$ cat src/rtl/btn_event_encoder.sv
// btn_event_encoder: turns five raw push-buttons into a queue of key-press events.
// Each button is synchronised and debounced. A debounced rising edge marks the
// button as pending. An arbiter pushes the lowest pending code into a small FIFO,
// which the consumer drains with a valid/ready handshake.
// Key codes: C=1 U=2 D=3 L=4 R=5.
// Optional feature macro: AUTOREPEAT_EN. When defined, a held button repeats its event.
module btn_event_encoder #(
    parameter int DEBOUNCE_CYCLES = 1_000_000,
    parameter int FIFO_DEPTH      = 4,
    parameter int REPEAT_DELAY    = 50_000_000,
    parameter int REPEAT_PERIOD   = 10_000_000
) (
    input  logic       clk,
    input  logic       rst_n,
    input  logic       btnC,
    input  logic       btnU,
    input  logic       btnD,
    input  logic       btnL,
    input  logic       btnR,
    input  logic       ev_ready,
    input  logic       ovf_clr,
    output logic       ev_valid,
    output logic [2:0] ev_code,
    output logic [4:0] btn_level,
    output logic       overflow
);

    localparam int CW = $clog2(DEBOUNCE_CYCLES);
    localparam int AW = $clog2(FIFO_DEPTH);
    localparam logic [CW-1:0] CNT_LAST = CW'(DEBOUNCE_CYCLES - 1);
    localparam logic [AW:0]   DEPTH_C  = (AW+1)'(FIFO_DEPTH);

    logic [4:0]    btn_raw;
    logic [4:0]    sync1_q, sync2_q;
    logic [4:0]    stable_q, stable_d, stable_dly_q;
    logic [CW-1:0] cnt_q [5];
    logic [CW-1:0] cnt_d [5];
    logic [4:0]    rise;
    logic [4:0]    pending_q, pending_d;
    logic [4:0]    grant;
    logic [2:0]    grant_code;
    logic [4:0]    rep_set;

    logic [2:0]    mem_q [FIFO_DEPTH];
    logic [AW-1:0] wr_ptr_q, wr_ptr_d, rd_ptr_q, rd_ptr_d;
    logic [AW:0]   count_q, count_d;
    logic          overflow_q, overflow_d;
    logic          full, has_ev, push, pop, discard;

    // Bit order {R,L,D,U,C}, so bit b carries key code b+1.
    assign btn_raw = {btnR, btnL, btnD, btnU, btnC};

    // Two-flop synchroniser for the asynchronous button levels.
    always_ff @(posedge clk or negedge rst_n) begin
        if (!rst_n) begin
            sync1_q <= '0;
            sync2_q <= '0;
        end else begin
            sync1_q <= btn_raw;
            sync2_q <= sync1_q;
        end
    end

    // Debounce: a synced level must differ from stable for DEBOUNCE_CYCLES cycles in a row.
    always_comb begin
        stable_d = stable_q;
        for (int b = 0; b < 5; b++) begin
            cnt_d[b] = cnt_q[b];
            if (sync2_q[b] == stable_q[b]) begin
                cnt_d[b] = '0;
            end else if (cnt_q[b] == CNT_LAST) begin
                stable_d[b] = sync2_q[b];
                cnt_d[b]    = '0;
            end else begin
                cnt_d[b] = cnt_q[b] + 1'b1;
            end
        end
    end

    // Debounce state registers, plus a one-cycle delayed copy for edge detection.
    always_ff @(posedge clk or negedge rst_n) begin
        if (!rst_n) begin
            stable_q     <= '0;
            stable_dly_q <= '0;
            for (int b = 0; b < 5; b++) cnt_q[b] <= '0;
        end else begin
            stable_q     <= stable_d;
            stable_dly_q <= stable_q;
            for (int b = 0; b < 5; b++) cnt_q[b] <= cnt_d[b];
        end
    end

    assign rise = stable_q & ~stable_dly_q;

`ifdef AUTOREPEAT_EN
    localparam int RMAX = (REPEAT_DELAY > REPEAT_PERIOD) ? REPEAT_DELAY : REPEAT_PERIOD;
    localparam int TW   = $clog2(RMAX + 1);

    logic [2:0]    sel_code, sel_q;
    logic [TW-1:0] tmr_q, tmr_d;

    // Repeat target: the lowest-code button whose debounced level is high (0 = none).
    always_comb begin
        sel_code = 3'd0;
        for (int b = 4; b >= 0; b--) begin
            if (stable_q[b]) sel_code = 3'(b + 1);
        end
    end

    // Repeat timer: reloads on any change of target, fires after DELAY and then every PERIOD.
    always_comb begin
        tmr_d   = tmr_q;
        rep_set = '0;
        if (sel_code != sel_q) begin
            tmr_d = TW'(REPEAT_DELAY - 1);
        end else if (sel_q != 3'd0) begin
            if (tmr_q == '0) begin
                for (int b = 0; b < 5; b++) begin
                    if (sel_q == 3'(b + 1)) rep_set[b] = 1'b1;
                end
                tmr_d = TW'(REPEAT_PERIOD - 1);
            end else begin
                tmr_d = tmr_q - 1'b1;
            end
        end
    end

    // Repeat timer state.
    always_ff @(posedge clk or negedge rst_n) begin
        if (!rst_n) begin
            sel_q <= 3'd0;
            tmr_q <= '0;
        end else begin
            sel_q <= sel_code;
            tmr_q <= tmr_d;
        end
    end
`else
    assign rep_set = '0;
`endif

    // Arbiter: grant the lowest pending code. New rises merge into pending.
    always_comb begin
        grant      = '0;
        grant_code = 3'd0;
        for (int b = 4; b >= 0; b--) begin
            if (pending_q[b]) begin
                grant      = 5'(1 << b);
                grant_code = 3'(b + 1);
            end
        end
        pending_d = (pending_q & ~grant) | rise | rep_set;
    end

    // Pending flags, one per button.
    always_ff @(posedge clk or negedge rst_n) begin
        if (!rst_n) pending_q <= '0;
        else        pending_q <= pending_d;
    end

    assign full    = (count_q == DEPTH_C);
    assign has_ev  = |pending_q;
    assign pop     = ev_valid && ev_ready;
    assign push    = has_ev && (!full || pop);
    assign discard = has_ev && full && !pop;

    // FIFO pointer/count and sticky overflow next-state. A discard wins over clear.
    always_comb begin
        wr_ptr_d = push ? wr_ptr_q + 1'b1 : wr_ptr_q;
        rd_ptr_d = pop  ? rd_ptr_q + 1'b1 : rd_ptr_q;
        count_d  = count_q;
        if (push && !pop)      count_d = count_q + 1'b1;
        else if (pop && !push) count_d = count_q - 1'b1;
        overflow_d = overflow_q;
        if (discard)      overflow_d = 1'b1;
        else if (ovf_clr) overflow_d = 1'b0;
    end

    // FIFO control registers.
    always_ff @(posedge clk or negedge rst_n) begin
        if (!rst_n) begin
            wr_ptr_q   <= '0;
            rd_ptr_q   <= '0;
            count_q    <= '0;
            overflow_q <= 1'b0;
        end else begin
            wr_ptr_q   <= wr_ptr_d;
            rd_ptr_q   <= rd_ptr_d;
            count_q    <= count_d;
            overflow_q <= overflow_d;
        end
    end

    // FIFO storage. Contents need no reset because ev_code is gated by ev_valid.
    always_ff @(posedge clk) begin
        if (push) mem_q[wr_ptr_q] <= grant_code;
    end

    assign ev_valid  = (count_q != '0);
    assign ev_code   = ev_valid ? mem_q[rd_ptr_q] : 3'd0;
    assign btn_level = stable_q;
    assign overflow  = overflow_q;

endmodule
$ cat config.mk
export PLATFORM = sky130hd
export DESIGN_NAME = btn_event_encoder
export DESIGN_NICKNAME = d
export VERILOG_FILES = /design/src/rtl/btn_event_encoder.sv
export SDC_FILE = /design/constraint.sdc
export NUM_CORES = 1
export LEC_CHECK = 0
export BUFFER_PORTS_ARGS = -buffer_cell sky130_fd_sc_hd__buf_2
export CAP_MARGIN = 40
export CORE_ASPECT_RATIO = 0.9
export CORE_MARGIN = 2
export CORE_UTILIZATION = 60
export CTS_BUF_LIST = sky130_fd_sc_hd__clkbuf_8 sky130_fd_sc_hd__clkbuf_16
export CTS_CLUSTER_SIZE = 10
export DETAILED_ROUTE_END_ITERATION = 10
export GPL_TIMING_DRIVEN = 0
export HOLD_SLACK_MARGIN = 0.06
export PLACE_DENSITY = 0.89
export SLEW_MARGIN = 20
export SYNTH_ARGS = -nofsm -noshare
export SYNTH_HDL_FRONTEND = slang
export SYNTH_SLANG_ARGS = --single-unit
export TNS_END_PERCENT = 10
$ cat constraint.sdc
create_clock -name clk -period 3.2 [get_ports clk]
set_clock_uncertainty 0.1 [all_clocks]
set_input_delay 0.16 -clock clk [delete_from_list [all_inputs] [get_ports clk]]
set_output_delay 0.16 -clock clk [all_outputs]
set_load 0.05 [all_outputs]
# [Word-level counts from Yosys, hierarchy flattened]
# Memory sizes are Yosys's and may differ from the RTL's.
# Index checks and enable logic that the tools add are counted.
[totals] n_memories=1 inputBits=9 mem_bits_rw=12 elab_cells=95 ff_bits=133
[classes] n_eq_ne=11 n_reduce_logical=19 addsub=9 bitwise=10 n_mux=27
[mem_list] name="mem_q" words=4 word_bits=3 read_ports=1 rd_clocked_by_memory_dff=0 wr=1 line_no="44" source="logic [2:0] mem_q [FIFO_DEPTH];"
[op_table] cell="20-bit two-way mux" n=10
[op_table] cell="20-bit by 1-bit adder with 20-bit output (second input constant)" n=5
[op_table] cell="20-bit == test (second input constant)" n=5
[op_table] cell="5-bit two-way mux" n=5
[op_table] cell="3-bit two-way mux" n=8
[op_table] cell="5-bit AND" n=2
[op_table] cell="5-bit inverter" n=2
[op_table] cell="2-bit AND reduction" n=5
[op_table] cell="1-bit logical AND" n=6
[op_table] cell="1-bit == test" n=5
[op_table] cell="1-bit inverter" n=5
[op_table] cell="5-bit OR" n=1
[op_table] cell="5-bit OR reduction" n=1
[op_table] cell="2-bit by 1-bit adder with 2-bit output (second input constant)" n=2
[op_table] cell="1-bit two-way mux" n=4
[op_table] cell="2-bit nonzero test" n=2
[op_table] cell="3-bit by 1-bit adder with 3-bit output (second input constant)" n=1
[op_table] cell="3-bit == test (second input constant)" n=1
[op_table] cell="1-bit logical NOT" n=3
[op_table] cell="3-bit nonzero test" n=1
[op_table] cell="3-bit by 1-bit subtractor with 3-bit output (second input constant)" n=1
[op_table] cell="1-bit logical OR" n=1

# [Depth between registers and ports, before layout]
[depth] ltp_word=8 mapped_depth=9 ltp_nobuf=9

# [Worst setup path before layout]
# Ideal clock, no wire load.
[synth_timing] path_type="register -> register" from="reg count_q[0]" to="reg count_q[2]" arrival_time_ns=2.268 path_buffers=1 setup_slack_ns=0.753 required_time_ns=3.021 synth_period_minus_slack_ns=2.447 path_stages_with_launch=10 path_cell_list="dfrtp_1 -> or3_1 -> clkbuf_1 -> nand2_1 -> ha_1 -> inv_1 -> fa_1 -> xor2_1 -> nor2_1 -> xor2_1"
[synth_via] elab_chain_cells=7 word_cells_on_any_way=15
[synth_lines] element="from (decl)" line_no="46" source="logic [AW:0] count_q, count_d;"
[synth_lines] element="from (signal assigned)" line_no="189" source="count_q <= count_d;"
[synth_lines] element="3-bit nonzero test *" line_no="199" source="assign ev_valid = (count_q != '0);"
[synth_lines] element="net ev_valid" line_no="22" source="output logic ev_valid,"
[synth_lines] element="1-bit logical AND *" line_no="163" source="assign pop = ev_valid && ev_ready;"
[synth_lines] element="1-bit logical OR" line_no="164" source="assign push = has_ev && (!full || pop);"
[synth_lines] element="1-bit logical AND" line_no="164"
[synth_lines] element="1-bit logical NOT" line_no="173" source="else if (pop && !push) count_d = count_q - 1'b1;"
[synth_lines] element="1-bit logical AND" line_no="173"
[synth_lines] element="2-bit nonzero test (no source line)"
# The timed path passes the listed nets; every way through them passes the cells marked *. The select of a mux whose other input is x is not followed.
# A chain may end at the register's enable or synchronous reset.

# [Worst setup path in the final report]
[layout_timing] from="reg pending_q[0]" to="reg count_q[1]"
[layout_via] word_cells_on_any_way=7
[layout_rtl] element="from (decl)" line_no="39" source="logic [4:0] pending_q, pending_d;"
[layout_rtl] element="from (signal assigned)" line_no="158" source="else pending_q <= pending_d;"
[layout_rtl] element="5-bit OR reduction" line_no="162" source="assign has_ev = |pending_q;"
[layout_rtl] element="1-bit logical AND" line_no="164"
[layout_rtl] element="net push" line_no="48" source="logic full, has_ev, push, pop, discard;"
[layout_rtl] element="1-bit logical AND" line_no="172" source="if (push && !pop) count_d = count_q + 1'b1;"
[layout_rtl] element="3-bit two-way mux" line_no="172"
[layout_rtl] element="net count_d[1]" line_no="46"
# The timed path passes the listed nets, and every way through them passes these cells.

==> results.toml <==
[floorplanning]
rows = 36
die_x_um = 116
die_h_um = 105
io_pins = 19
core_um2 = 10900
dieArea_um2 = 12200
start_util = 0.621

[synthesis]
synth_top_area_share = 0.490
synth_common_cells = "133 x dfrtp_1, 89 x nor2_1, 44 x xnor2_1"
avgSynthCellArea_um2 = 10.6
syn_nets = 664
synth_most_common_cell = "dfrtp_1"
yosysTopAreaCell = "dfrtp_1"
yosysSeqAreaShare = 0.543
synth_seq_cells = 145
synth_area_leaders = "dfrtp_1 49%, xnor2_1 5.7%, edfxtp_1 5.3%, nor2_1 4.9%, xor2_1 4.1%"
synthCells = 644
synthFlopType = "dfrtp_1"
async_flop_share = 0.917
yosysUniqueCellTypes = 41
synth_edf_count = 12
yosys_warnings = 0
syn_area_um2 = 6800

[global_route]
grtUsageTotal = 0.238
antenna_found_initial = 0
grt_max_degree = 88
grt_pass1_wl_um = 22900
grt_pass1_vias = 4926
overflow = 0

[clock_tree]
clk_pin_slew_ps = 60
cts_hold_buf = 9
htree_levels = 4
cts_setup_buffers = 0
cts_made_buffers = 17
clkLatencyLatePin_ps = 410
cts.sinks = 145
tritoncts = "yes"
cts_max_path_buffers = 2
ctsResizeCount = 0
clockRootBuffer = "clkbuf_16"

[sta]
setup_slack_ps = 684
fin_crit_sh = 0.786
relSlewSlack = 0.583
tightestPinTransition_ps = 619
rsz0062_at_grt = "no"
setup_tns_ps = 0
fmax_ghz = 0.397
setup_viol = 0
finalMaxSlewViolations = 0
finalHoldViolCount = 0
finalCriticalPeriod_ps = 2520

[cells_and_area]
fin_area_um2 = 7850
n_antenna_cell = 0
instances_no_fill = 856
syn2layout_area_growth_pct = 15.5
final_layout_size_suffix_gt1_frac = 0.111
fillers = 701
fin_nets = 711

[min_path]
hp-class = "primary input to asynchronous set/reset pin"

[critical_path]
crit_fanout = 7
crit_required_ps = 3400
critical_path.endpoint_type = "register"
crit_end = "count_q[1]$_DFFE_PN0P_"
critPathArrivalTime_ps = 2720
r2r_end = "count_q[1]$_DFFE_PN0P_"
rrSetupSlack_ps = 680
r2r_cells = 7
crit_path_start = "pending_q[0]$_DFF_PN0_"
crit_type = "register to register"
reg2reg_from = "pending_q[0]$_DFF_PN0_"
start_kind = "register"

[pwr]
power_density_nw_per_um2 = 558
power.leakage_nw = 3.25
total_power_mw = 4.39
peakVddDrop_mv = 0.603

[route]
wl_per_cell_um = 15.5
finalWirelength_um = 13200
drc_errors = 0
ant_nets = 0
drt_iter0_markers = 428
vias = 5007
avgViaCountPerCell = 5.85
firstDrtPassIters = 5

[place]
hpwl_um = 8520
portBuffers = 18
place.gp.congestion = 0.881
post-place-ws_ps = 686
place_area_um2 = 7120
placed_cells = 815

[flow_run]
maxCapViolations = 0

[status]
status = "completed"
[metal layers]
layer	global-route usage	wire, um	up-vias
li1	-	-	2368
met2	0.368	6490	124
met3	0.0551	568	28
met1	0.325	5880	2487
met5	0	0	-
met4	0.0944	294	0
[worst max-delay path: stages, from the launching register on]
cell and delay, ps:
dfrtp_1 410, or3_1 440, nor3_1 240, nor2_1 190
ha_1 280, inv_1 80, fa_1 410, mux2_2 270
[where the power goes]
| group | leakage (nW) | internal [mW] | switching (mW) |
|---|---|---|---|
| combinational | 0.984 | 0.108 | 0.150 |
| clock | 0.320 | 1.44 | 0.721 |
| sequential | 1.95 | 1.91 | 0.0561 |
[placed cells by master, fill, tap and decap left out, types with 7 or more instances in the layout]
cell and n:
a21oi_1 26, and2_1 9, and3_1 14, buf_2 25, clkbuf_1 7, clkbuf_16 17
dfrtp_1 133, dlygate4sd3_1 9, edfxtp_1 12, ha_1 10, inv_1 21, nand2_1 36
nand3_1 32, nand4_1 29, nor2_1 89, nor3_1 18, nor4_1 14, o21ai_0 22
o31ai_1 10, or3_1 19, or4_1 9, xnor2_1 44, xor2_1 32
[how the worst min path moves through the flow]
stage / slack [ps] / start / endpoint
floorplan: -240 / rst_n / btn_level[0]$_DFFE_PN0P_
CTS: 130 / rst_n / cnt_q[41]$_DFF_PN0_
finish: 120 / rst_n / cnt_q[41]$_DFF_PN0_
detailed placement: -20 / rst_n / cnt_q[41]$_DFF_PN0_
global route: 160 / rst_n / cnt_q[41]$_DFF_PN0_
global placement: 170 / btnL / sync1_q[3]$_DFF_PN0_
[logic make-up (layout without fill, tap and decap cells)]
group | Yosys count | count (layout) | synth area share
AND/OR/NAND/NOR | 301 | 301 | 0.235
flip-flops | 145 | 145 | 0.543
XOR/XNOR | 76 | 76 | 0.0979
AO/OA/AOI/OAI | 64 | 64 | 0.0594
buffers and inverters | 37 | 97 | 0.0225
adder cells (fa/ha/maj) | 11 | 11 | 0.0213
multiplexers | 10 | 10 | 0.0215
[sequential cells by signal, summed over array words and instances (netlist names)]
register	cells
btn_level	5
stable_dly_q	5
sync2_q	5
overflow	1
wr_ptr_q	2
mem_q	12
count_q	3
cnt_q	100
sync1_q	5
pending_q	5
rd_ptr_q	2
[metrics by stage]
step / util / hold slack, ps
final: 0.717 / 123
after global routing: 0.717 / 159
after CTS: 0.717 / 130
after detailed placement: 0.650 / -22.6
after global placement: 0.647 / 168
after floorplan: - / -236
[cell type report]
cell class	count	area (um^2)	area share
clock inverter	15	220	0.0280
inverter	21	78.8	0.0100
multi-input combinational	462	2960	0.377
clock buffer	17	425	0.0542
tap	152	190	0.0242
sequential	145	3690	0.470
timing repair buffer	28	218	0.0277
buffer	16	73.8	0.00940
Power figures use the tool's default switching activity.
